==> src/rtl/param_fifo.sv <==
// Parametrised single-clock FIFO: enable-decoded register bank, head/tail pointers,
// occupancy count, 7-state control FSM. Optional threshold flags under FIFO_ALMOST_FLAGS_EN.
module param_fifo #(
  parameter int DATA_WIDTH = 32,
  parameter int DEPTH      = 8,
  parameter int ADDR_W     = $clog2(DEPTH)
) (
  input  logic                  clk,
  input  logic                  reset,
  input  logic                  wr_en,
  input  logic                  rd_en,
  input  logic [DATA_WIDTH-1:0] d_in,
  output logic [DATA_WIDTH-1:0] d_out,
  output logic                  full,
  output logic                  empty,
  output logic                  wr_ack,
  output logic                  wr_err,
  output logic                  rd_ack,
  output logic                  rd_err,
  output logic [ADDR_W:0]       data_count,
  output logic                  almost_full,
  output logic                  almost_empty
);

  typedef enum logic [2:0] {
    INIT,
    NO_OP,
    WRITE,
    WR_ERROR,
    READ,
    RD_ERROR,
    RDWR
  } state_t;

  localparam logic [ADDR_W:0] FULL_CNT = (ADDR_W+1)'(DEPTH);

  state_t                state;
  state_t                state_next;
  logic [ADDR_W-1:0]     head;
  logic [ADDR_W-1:0]     tail;
  logic [ADDR_W:0]       count;
  logic                  side_rej;
  logic                  side_rej_next;
  logic                  do_wr;
  logic                  do_rd;
  logic [DEPTH-1:0]      word_we;
  logic [DATA_WIDTH-1:0] mem [DEPTH];

  assign full       = (count == FULL_CNT);
  assign empty      = (count == '0);
  assign data_count = count;

  // Request decode. side_rej marks a combined request where one half was refused,
  // so a WRITE/READ state can also report the error of the other half.
  always_comb begin
    state_next    = NO_OP;
    side_rej_next = 1'b0;
    do_wr         = 1'b0;
    do_rd         = 1'b0;
    case ({wr_en, rd_en})
      2'b10: begin
        if (full) begin
          state_next = WR_ERROR;
        end else begin
          state_next = WRITE;
          do_wr      = 1'b1;
        end
      end
      2'b01: begin
        if (empty) begin
          state_next = RD_ERROR;
        end else begin
          state_next = READ;
          do_rd      = 1'b1;
        end
      end
      2'b11: begin
        if (empty) begin
          state_next    = WRITE;
          side_rej_next = 1'b1;
          do_wr         = 1'b1;
        end else if (full) begin
          state_next    = READ;
          side_rej_next = 1'b1;
          do_rd         = 1'b1;
        end else begin
          state_next = RDWR;
          do_wr      = 1'b1;
          do_rd      = 1'b1;
        end
      end
      default: state_next = NO_OP;
    endcase
  end

  always_comb begin
    word_we = '0;
    if (do_wr && !reset) begin
      word_we[tail] = 1'b1;
    end
  end

  // Storage is deliberately left out of reset.
  always_ff @(posedge clk) begin
    for (int unsigned i = 0; i < DEPTH; i++) begin
      if (word_we[i]) begin
        mem[i] <= d_in;
      end
    end
  end

  always_ff @(posedge clk) begin
    if (reset) begin
      state    <= INIT;
      side_rej <= 1'b0;
      head     <= '0;
      tail     <= '0;
      count    <= '0;
      d_out    <= '0;
    end else begin
      state    <= state_next;
      side_rej <= side_rej_next;
      if (do_wr) begin
        tail <= tail + 1'b1;
      end
      if (do_rd) begin
        head  <= head + 1'b1;
        d_out <= mem[head];
      end
      case ({do_wr, do_rd})
        2'b10:   count <= count + 1'b1;
        2'b01:   count <= count - 1'b1;
        default: count <= count;
      endcase
    end
  end

  assign wr_ack = (state == WRITE) || (state == RDWR);
  assign rd_ack = (state == READ)  || (state == RDWR);
  assign wr_err = (state == WR_ERROR) || ((state == READ)  && side_rej);
  assign rd_err = (state == RD_ERROR) || ((state == WRITE) && side_rej);

`ifdef FIFO_ALMOST_FLAGS_EN
  assign almost_full  = (count >= (ADDR_W+1)'(DEPTH - 1));
  assign almost_empty = (count <= (ADDR_W+1)'(1));
`else
  assign almost_full  = 1'b0;
  assign almost_empty = 1'b0;
`endif

endmodule
==> config.mk <==
export PLATFORM = sky130hd
export DESIGN_NAME = param_fifo
export DESIGN_NICKNAME = d
export VERILOG_FILES = /design/src/rtl/param_fifo.sv
export SDC_FILE = /design/constraint.sdc
export NUM_CORES = 1
export LEC_CHECK = 0
export BUFFER_PORTS_ARGS = -buffer_cell sky130_fd_sc_hd__buf_2
export CORE_MARGIN = 2
export CORE_UTILIZATION = 55
export CTS_CLUSTER_DIAMETER = 60
export DETAILED_ROUTE_END_ITERATION = 10
export GPL_TIMING_DRIVEN = 0
export PLACE_DENSITY = 0.74
export SLEW_MARGIN = 20
export SYNTH_ARGS = -nofsm -noshare
export SYNTH_HDL_FRONTEND = slang
export SYNTH_SLANG_ARGS = --single-unit
export TNS_END_PERCENT = 10
==> constraint.sdc <==
create_clock -name clk -period 4.9 [get_ports clk]
set_clock_uncertainty 0.2 [all_clocks]
set_input_delay 0.245 -clock clk [delete_from_list [all_inputs] [get_ports clk]]
set_output_delay 0.245 -clock clk [all_outputs]
set_load 0.01 [all_outputs]
==> Yosys cells after proc, flatten, opt, wreduce, memory -nomap -nowiden <==
Memories as Yosys holds them, arrays and structs flattened. A register that Yosys moved wholly into a read port is not among the register bits.
Cells that the tools add are included.
{ "classes": {"add_sub_neg": 4, "order_cmp": 2, "n_eq_ne": 11, "n_mux": 53, "bitwise": 1, "n_reduce_logical": 20} }
{ "op_table": {"columns": ["op", "n"], "rows": [
  ["2-to-1 mux 32 bit", 7],
  ["OR reduction 32 bit", 7],
  ["2-to-1 mux 1 bit", 32],
  ["2-to-1 mux 3 bit", 8],
  ["equality test 3 bit, second input constant", 3],
  ["one-hot mux 3 bit (3 select lines)", 1],
  ["2-to-1 mux 8 bit", 1],
  ["one-hot mux 4 bit (2 select lines)", 1],
  ["adder 3 x 1 -> 3 bit, second input constant", 2],
  ["equality test 2 bit, second input constant", 3],
  ["equality test 3 x 2 -> 1 bit, second input constant", 2],
  ["adder 4 x 1 -> 4 bit, second input constant", 1],
  ["equality test 2 x 1 -> 1 bit, second input constant", 2],
  ["equality test 4 bit, second input constant", 1],
  ["logical AND 1 bit", 4],
  ["logical NOT 4 bit", 1],
  ["logical OR 1 bit", 4],
  ["less-than comparator 3 x 4 -> 1 bit, second input constant", 1],
  ["OR reduction 2 bit", 2],
  ["subtractor 4 x 1 -> 4 bit, second input constant", 1],
  ["demux 1 bit (select 3 bit)", 1],
  [">= comparator 3 x 1 -> 1 bit, second input constant", 1],
  ["2-to-1 mux 2 bit", 1],
  ["one-hot mux 1 bit (2 select lines)", 1],
  ["other kinds (3)", 3]
]} }
{ "word_totals": {"regBits": 14, "ram_bits": 256, "input_bits": 36, "out_inout_bits": 44, "word_cells": 97, "memories": 1} }
{ "mem_list": {"columns": ["memory", "words", "width", "read_ports", "rd_clocked_by_memory_dff", "wr", "line_no", "rtl"], "rows": [
  ["mem", 8, 32, 1, 1, 1, "47", "logic [DATA_WIDTH-1:0] mem [DEPTH];"]
]} }

==> Depth between registers and ports, before layout <==
Gate-level depths: netlist of run 1.
{ "depth": {"ltp_word": 16, "depth_mapped": 11, "mapped_depth_nobuf": 9} }

==> Least setup slack after synthesis of run 1 <==
OpenSTA, ideal clock, no wires.
{ "synth_path": {"path_type": "reg2reg", "start": "reg count[0], in the netlist data_count[0]", "end": "mem mem[0][0], enable pin", "setup_time_ns": 0.461, "arrival_ns": 3.390, "required_time_ns": 4.239, "slack_ns": 0.849, "stages_incl_launch_ff": 5, "path_buffers": 0, "period_less_slack_ns": 4.051, "cell_sequence": "dfxtp_1 > or4b_4 > inv_2 > or3_1 > nor3_1"} }
{ "synth_via": {"word_cells_on_any_way": 44, "classes_between": "eq/ne (1); mux (34); reduce/logical (9)"} }
{ "synth_lines": {"columns": ["item", "line_no", "rtl"], "rows": [
  ["start, declared", "41", "logic [ADDR_W:0] count;"],
  ["start signal, assigned", "131", "2'b10: count <= count + 1'b1;"],
  ["start signal, assigned", "132", "2'b01: count <= count - 1'b1;"],
  ["start signal, assigned", "133", "default: count <= count;"],
  ["equality test 4 bit *", "49", "assign full = (count == FULL_CNT);"],
  ["named net full", "14", "output logic full,"],
  ["2-to-1 mux 1 bit *", "62, 82", null],
  ["2-to-1 mux 1 bit", "78", "if (empty) begin"],
  ["one-hot mux 1 bit (2 select lines) *", "60", "case ({wr_en, rd_en})"],
  ["logical AND 1 bit *", "98", "if (do_wr && !reset) begin"],
  ["2-to-1 mux 8 bit *", "98", null],
  ["named net word_we[0]", "46", "logic [DEPTH-1:0] word_we;"],
  ["2-to-1 mux 1 bit *", "106", "if (word_we[i]) begin"],
  ["2-to-1 mux 1 bit (implied by the code) *", "107", "mem[i] <= d_in;"],
  ["2-to-1 mux 1 bit (no line) * (7 in series)", null, null],
  ["end, declared", "47", null]
]} }
The timed path passes the listed nets; every way through them passes the cells marked *.

==> Final worst setup path of run 1 <==
{ "layout_path": {"start": "reg count[0], in the netlist data_count[0]", "end": "mem mem[0][25], enable pin"} }
{ "layout_via": {"word_cells_on_any_way": 44, "classes_between": "eq/ne (1); mux (34); reduce/logical (9)"} }
{ "layout_lines": {"columns": ["item", "line_no"], "rows": [
  ["equality test 4 bit", "49"],
  ["2-to-1 mux 1 bit", "62, 82"],
  ["2-to-1 mux 1 bit", "78"],
  ["one-hot mux 1 bit (2 select lines) *", "60"],
  ["logical AND 1 bit *", "98"],
  ["2-to-1 mux 8 bit *", "98"],
  ["named net word_we[0]", "46"],
  ["2-to-1 mux 1 bit *", "106"],
  ["2-to-1 mux 1 bit (implied by the code) *", "107"],
  ["2-to-1 mux 1 bit (no line) * (7 in series)", null]
]} }
Marked as above.

==> impl_metrics.csv, run 1 <==
group,metric,value,unit
status,status,"complete, no violations",
cells_and_area,syn_to_final_growth,19.6,%
logic_synthesis,synth_commonest_cells,"edfxtp_1, mux4_2, nor2_1",
clocking,insertion_delay,540,ps
sta,period_minus_slack,2920,ps
hold_path,hold_depth,3,
logic_synthesis,yosys_register_bits,302,
detailed_routing,drc,0,
cells_and_area,n_antenna_cell,0,
grt,grt_pass1_wl,35800,um
setup_path,cp-startpoint,"data_count[0]$_SDFFE_PP0P_",
detailed_routing,totalWireLength,23600,um
sta,timing.final.ws_setup,1980,ps
detailed_routing,vias,5942,
detailed_routing,drt_iter0_markers,423,
sta,rsz0062_at_grt,"no",
logic_synthesis,synth_top_area_share,66.0,%
power,power_density,489,nW/um^2
floorplanning,die_area,22300,sq um
setup_path,end_kind,"flip-flop",
grt,grtUsageTotal,21.7,%
clocking,cts_resized,0,
cells_and_area,drive_above_1_share,39.3,%
floorplanning,die_w,149,um
detailed_routing,routedWlPerCell,22.9,um
floorplanning,ios,80,
detailed_routing,postRouteAntennaNets,0,
grt,top_usage_layer,"met2",
sta,setup_viol,0,
floorplanning,coreArea,20900,sq um
setup_path,endpoint,"mem[0][25]$_DFFE_PP_",
sta,tightest_slew,960,ps
floorplanning,start_util,55.7,%
placement,postPlaceCellArea,12600,sq um
grt,gr-usage-met1,29.4,%
detailed_routing,viasPerCell,5.77,
hold_path,min_path_type,"input port to flip-flop",
clocking,clkTransAtPathRegs,60,ps
clocking,cts_root_buffer,"clkbuf_16",
setup_path,start_kind,"flip-flop",
clocking,cts_tree,"done",
logic_synthesis,syn_area,11600,sq um
sta,fin_crit_sh,59.6,%
sta,drv_slew,0,
cells_and_area,finalNonFillerCells,1030,
power,peakVddDrop,0.344,mV
cells_and_area,postLayoutCellArea,13900,sq um
clocking,cts_buffers,30,
logic_synthesis,synth_cell_types,40,
setup_path,r2r_slack,1980,ps
grt,antenna_found_initial,0,
grt,grt_pass1_vias,6153,
grt,grt_use_met2,37.8,%
sta,tns,0,ps
grt,grt-ovfl-total,0,
sta,hold_violations,0,
setup_path,path_class,"flip-flop to flip-flop",
setup_path,timing.rr.start,"data_count[0]$_SDFFE_PP0P_",
setup_path,rr_worst_depth,6,
clocking,cts_setup_buffers,0,
grt,met3_usage,2.77,%
logic_synthesis,synth_ff_type,"edfxtp_1",
sta,clock.fmax,0.343,GHz
logic_synthesis,async_flop_share,0,%
logic_synthesis,yosysSeqAreaShare,73.9,%
cells_and_area,nets,773,
floorplanning,num_rows,53,
placement,placedCellCount,940,
floorplanning,die_height,149,um
detailed_routing,firstDrtPassIters,5,
clocking,htreeDepth,1,
setup_path,cp.arrival,2960,ps
clocking,cts.sinks,302,
sta,maxSlewHeadroom,36.0,%
setup_path,crit_fanout,9,
placement,place.gp.congestion,0.741,
logic_synthesis,synth.avg_cell_area,20.4,sq um
logic_synthesis,yosysTopAreaCell,"edfxtp_1",
placement,port_buffers,77,
clocking,max-clock-path-buffers,3,
logic_synthesis,synth.area.top_cells,"edfxtp_1, mux4_2, dfxtp_1",
grt,grt_max_degree,20,
logic_synthesis,yosysMostFrequentCell,"edfxtp_1",
logic_synthesis,yosysWarningCount,0,
flow_run,drv_cap,0,
logic_synthesis,synth_edf_count,256,
placement,post-place-ws,2020,ps
logic_synthesis,synth_cells,572,
setup_path,required,4940,ps
placement,dp_hpwl,14600,um
setup_path,reg2reg_to,"mem[0][25]$_DFFE_PP_",
power,p_leak,4.72,nW
[worst min-delay path by stage]
stage / from / endpoint / slack (ps)
after floorplan: wr_en / state[2]$_SDFF_PP0_ / 130
after global placement: d_out[11]$_SDFFE_PP0P_ / d_out[11]$_SDFFE_PP0P_ / 270
after global routing: reset / d_out[8]$_SDFFE_PP0P_ / 160
final: reset / d_out[8]$_SDFFE_PP0P_ / 110
after detailed placement: d_out[27]$_SDFFE_PP0P_ / d_out[27]$_SDFFE_PP0P_ / 280
after CTS: reset / d_out[8]$_SDFFE_PP0P_ / 110
[power breakdown]
part / leakage [nW] / internal (mW) / switching [mW]
sequential: 2.69 / 2.98 / 0.108
combinational: 1.57 / 0.716 / 0.850
clock: 0.461 / 1.27 / 0.889
[cells by family (layout without fill, tap and decap cells)]
group           Yosys count  in the layout  synth area share, %
fa+ha+maj                 5              5                0.537
xor+xnor                  7              7                0.527
flops                   302            302                 73.9
mux                      66             66                 12.6
simple gates            111            111                 6.02
buf+inv                  35            217                 2.19
other cells               1              2               0.0322
compound gates           45             45                 4.19
[flip-flops by register name (all words and copies together) (netlist names)]
name        cells
d_out          32
data_count      4
head            3
mem           256
side_rej        1
state           3
tail            3
[cell usage in the layout (no fill, tap or decap), types with 15 or more instances in the layout]
cell type / netlist / final
buf_2: 8 / 85
dlygate4sd3_1: 0 / 35
nor2_1: 47 / 41
clkbuf_1: 7 / 15
dfxtp_1: 46 / 46
clkbuf_16: 0 / 31
o22ai_2: 30 / 30
nor3_2: 31 / 33
edfxtp_1: 256 / 256
mux4_2: 64 / 64
[cell type report]
type,count,area (sq um)
Sequential cell,302,8610
Fill cell,1361,6970
Multi-Input combinational cell,236,2840
Timing Repair Buffer,127,938
Clock buffer,40,820
Tap cell,275,344
Buffer,34,251
Clock inverter,15,116
Inverter,1,3.75
[through the flow]
stage                     power [mW]  hold slack [ps]  util (%)
final                           6.81              112      66.6
after global routing            7.09              155      66.6
after CTS                       6.87              115      66.6
after detailed placement        4.70              284      60.5
after global placement          4.63              273      59.2
after floorplan                 4.22              133         -
[per-layer routing]
metal / share of wire [%] / up-vias / wire length, um
met5: 0 / - / 0
met2: 52 / 185 / 12200
met4: 1.8 / 0 / 436
met1: 41 / 3102 / 9650
met3: 5.4 / 30 / 1270
li1: - / 2625 / -
[critical path, stage by stage, from the launching register on]
cell and delay (ps):
dfxtp_1 520, or4b_4 240, inv_2 50, or3_1 500, nor3_2 570, buf_4 310, buf_4 210
[what timing repair did]
item                                   4_1_cts  5_1_grt
setup endpoints to repair                    0        0
hold buffers                                35        0
endpoints found under the hold margin      262        0
Power figures use the tool's default switching activity.
==> run 2, diff against run 1 <==
--- a/config.mk
+++ b/config.mk
@@ -5,13 +5,14 @@
 export SDC_FILE = /design/constraint.sdc
 export NUM_CORES = 1
 export LEC_CHECK = 0
+export ABC_AREA = 1
 export BUFFER_PORTS_ARGS = -buffer_cell sky130_fd_sc_hd__buf_2
 export CORE_MARGIN = 2
-export CORE_UTILIZATION = 55
+export CORE_UTILIZATION = 54
 export CTS_CLUSTER_DIAMETER = 60
 export DETAILED_ROUTE_END_ITERATION = 10
 export GPL_TIMING_DRIVEN = 0
-export PLACE_DENSITY = 0.74
+export PLACE_DENSITY = 0.75
 export SLEW_MARGIN = 20
 export SYNTH_ARGS = -nofsm -noshare
 export SYNTH_HDL_FRONTEND = slang
==> constraint.sdc (replaced) <==
create_clock -name clk -period 2.5 [get_ports clk]
set_clock_uncertainty 0.2 [all_clocks]
set_input_delay 0.125 -clock clk [delete_from_list [all_inputs] [get_ports clk]]
set_output_delay 0.125 -clock clk [all_outputs]
set_load 0.01 [all_outputs]
==> run 2 against run 1 <==
  * The flow now finishes with violations (setup timing)
  * Global-route usage up 5.2 points
  * Cell area up 5.0%
  * Synthesized cell count up 77%
  * Sequential power up 99%
  * Maximum frequency up 16%
  * First-iteration DRC count up 120%
  * Sequential share of layout area down 3.0 points
  * Total power up 120%
  * Area after synthesis up 4.1%
  * Register-to-register slack worse by 2000 ps
  * Critical path depth up 3
  * Clock power up 110%
  * Highest routed layer unchanged
==> impl_metrics.csv, run 2 <==
group,metric,value,unit
sta,maxSlewHeadroom,46.6,%
hold_path,min_path_type,"input port to flip-flop",
logic_synthesis,yosys_register_bits,302,
power,p_leak,5.49,nW
detailed_routing,totalWireLength,31600,um
grt,grtUsageTotal,26.9,%
power,pwr-share-seq,41.4,%
cells_and_area,regMostFlops,"mem",
hold_path,hp-start,"wr_en",
setup_path,reg2reg_to,"mem[1][17]$_DFFE_PP_",
clocking,insertion_delay,560,ps
logic_synthesis,synth.area.top_cells,"edfxtp_1, dfxtp_1, nor2_1",
hold_path,hold_depth,4,
detailed_routing,vias,8490,
grt,antenna_found_initial,0,
sta,timing.final.ws_setup,-26.1,ps
status,violations,"setup timing",
cells_and_area,syn_to_final_growth,20.6,%
floorplanning,coreArea,22000,sq um
logic_synthesis,synth_commonest_cells,"edfxtp_1, nor2_1, nand2_1",
placement,placedCellCount,1382,
floorplanning,start_util,55.2,%
clocking,cts_buffers,31,
floorplanning,die_height,154,um
sta,drv_slew,0,
logic_synthesis,syn_area,12100,sq um
logic_synthesis,synth_edf_count,256,
setup_path,path_class,"flip-flop to flip-flop",
cells_and_area,drive_above_1_share,19.3,%
sta,tightest_slew,801,ps
sta,setup_viol,19,
detailed_routing,viasPerCell,5.72,
placement,post-place-ws,-150,ps
power,p_switching,4.89,mW
logic_synthesis,yosysTopAreaCell,"edfxtp_1",
power,sw_frac_of_total,33.0,%
placement,dp_hpwl,19700,um
cells_and_area,nFillCells,1553,
logic_synthesis,yosysWarningCount,0,
setup_path,required,2550,ps
cells_and_area,nets,1221,
cells_and_area,largest_reg_flops,256,
setup_path,r2r_slack,-30,ps
grt,grt_pass1_vias,8637,
detailed_routing,routedWlPerCell,21.3,um
sta,period_minus_slack,2530,ps
sta,rsz0062_at_grt,"yes",
setup_path,timing.rr.start,"data_count[0]$_SDFFE_PP0P_",
floorplanning,ios,80,
grt,grt-ovfl-total,0,
cells_and_area,n_antenna_cell,0,
logic_synthesis,yosysSeqAreaShare,71.0,%
clocking,clkTransAtPathRegs,60,ps
logic_synthesis,synth_top_area_share,63.4,%
grt,grt_pass1_wl,48300,um
floorplanning,num_rows,54,
setup_path,cp.arrival,2580,ps
sta,fin_crit_sh,101,%
floorplanning,die_w,154,um
setup_path,start_kind,"flip-flop",
logic_synthesis,synth.avg_cell_area,11.9,sq um
logic_synthesis,async_flop_share,0,%
power,peakVddDrop,0.734,mV
detailed_routing,drt_iter0_markers,927,
clocking,cts_root_buffer,"clkbuf_16",
detailed_routing,drc,0,
logic_synthesis,synth_cells,1015,
flow_run,drv_cap,0,
power,clkPwrFrac,30.1,%
sta,hold_violations,0,
placement,port_buffers,77,
setup_path,crit_fanout,20,
setup_path,end_kind,"flip-flop",
logic_synthesis,yosysMostFrequentCell,"edfxtp_1",
floorplanning,die_area,23700,sq um
clocking,cts_tree,"done",
clocking,htreeDepth,1,
setup_path,rr_worst_depth,9,
power,p_total,14.8,mW
status,status,"finished, violations left",
detailed_routing,firstDrtPassIters,5,
power,power_density,1010,nW/um^2
clocking,max-clock-path-buffers,3,
sta,hold_ws,12.0,ps
sta,clock.fmax,0.396,GHz
hold_path,whs_endpoint,"data_count[0]$_SDFFE_PP0P_",
clocking,cts.sinks,302,
logic_synthesis,synth_cell_types,31,
power,p_int,9.93,mW
power,comb_power_share,28.5,%
sta,tns,-238,ps
cells_and_area,mostFrequentLayoutCells,"edfxtp_1, nor2_1, nand2_1",
cells_and_area,finalNonFillerCells,1484,
detailed_routing,postRouteAntennaNets,0,
placement,place.gp.congestion,0.798,
logic_synthesis,synth_ff_type,"edfxtp_1",
cells_and_area,layout_commonest_cell,"edfxtp_1",
grt,grt_max_degree,21,
[run 2: changes by cell type after synthesis, moves of 10 or more]
cell / delta
a21oi_1: +10
a21oi_2: +25
buf_2: +15
inv_1: +76
mux4_2: -64
nand2_1: +105
nand3_1: +67
nor2_1: +115
nor3_2: -31
o211ai_1: +57
o21ai_0: +98
o21ai_1: +13
o22ai_2: -30
[run 2: layer usage]
metal	global-route usage (%)	wire (um)	up-vias
met5	0	0	-
met4	9.97	1050	0
met3	4.43	2860	77
met2	45.6	15300	436
met1	35.3	12400	4099
li1	-	-	3878
[run 2: cell type report]
type | count | area, sq um | area share [%]
tap | 280 | 350 | 2.40
clock inverter | 15 | 97.6 | 0.668
sequential | 302 | 8610 | 58.9
timing repair buffer | 131 | 1090 | 7.43
inverter | 82 | 310 | 2.12
buffer | 62 | 397 | 2.71
clock buffer | 42 | 887 | 6.07
multi-input combinational | 570 | 2880 | 19.7
[run 2: timing repair]
| item | in CTS | in global routing |
|---|---|---|
| buffers inserted | 1 | 4 |
| pin swaps | 1 | 3 |
| resized for setup | 4 | 1 |
| hold buffers | 40 | 0 |
| setup endpoints to repair | 156 | 131 |
| hold endpoints to repair | 272 | 0 |
[run 2: kinds of logic (layout without fill, tap and decap cells)]
| logic type | Yosys count | in the layout | share of synthesized area [%] |
|---|---|---|---|
| buffers and inverters | 144 | 332 | 5.78 |
| other | 1 | 2 | 0.0309 |
| flip-flops | 302 | 302 | 71.0 |
| AO/OA/AOI/OAI | 212 | 212 | 10.7 |
| XOR/XNOR | 2 | 2 | 0.145 |
| AND/OR/NAND/NOR | 349 | 349 | 11.8 |
| adder cells (fa/ha/maj) | 5 | 5 | 0.516 |
[run 2: power groups by stage]
stage          clock network (mW)  logic (mW)  registers [mW]
2_1_floorplan                   0        2.49            6.31
3_3_place_gp                    0        3.83            6.21
3_5_place_dp                    0        4.04            6.23
4_1_cts                      4.47        4.15            6.13
5_1_grt                      4.69        4.59            6.18
6_report                     4.46        4.23            6.14
[run 2: per-stage QoR]
stage               cell area, sq um  util, %
global placement               12900     58.6
global route                   14600     66.6
detailed placement             13100     59.9
floorplan                      12100        -
finish                         14600     66.6
CTS                            14600     66.3
[run 2: critical path, stage by stage, from the launching register on]
cell and delay [ps]:
dfxtp_1 380, inv_1 100, nand3_2 140, nor2_2 70, inv_2 70, nand2_2 80
nor2_2 180, nand2_2 190, nor2_4 520, buf_12 270
[run 2: worst max path at each step]
| stage | start | end | slack, ps |
|---|---|---|---|
| floorplan | data_count[0]$_SDFFE_PP0P_ | mem[0][0]$_DFFE_PP_ | -80 |
| global placement | data_count[1]$_SDFFE_PP0P_ | mem[5][14]$_DFFE_PP_ | -880 |
| detailed placement | data_count[0]$_SDFFE_PP0P_ | mem[7][15]$_DFFE_PP_ | -150 |
| CTS | data_count[0]$_SDFFE_PP0P_ | mem[4][19]$_DFFE_PP_ | 3 |
| global route | data_count[0]$_SDFFE_PP0P_ | mem[1][15]$_DFFE_PP_ | -160 |
| finish | data_count[0]$_SDFFE_PP0P_ | mem[1][17]$_DFFE_PP_ | -30 |
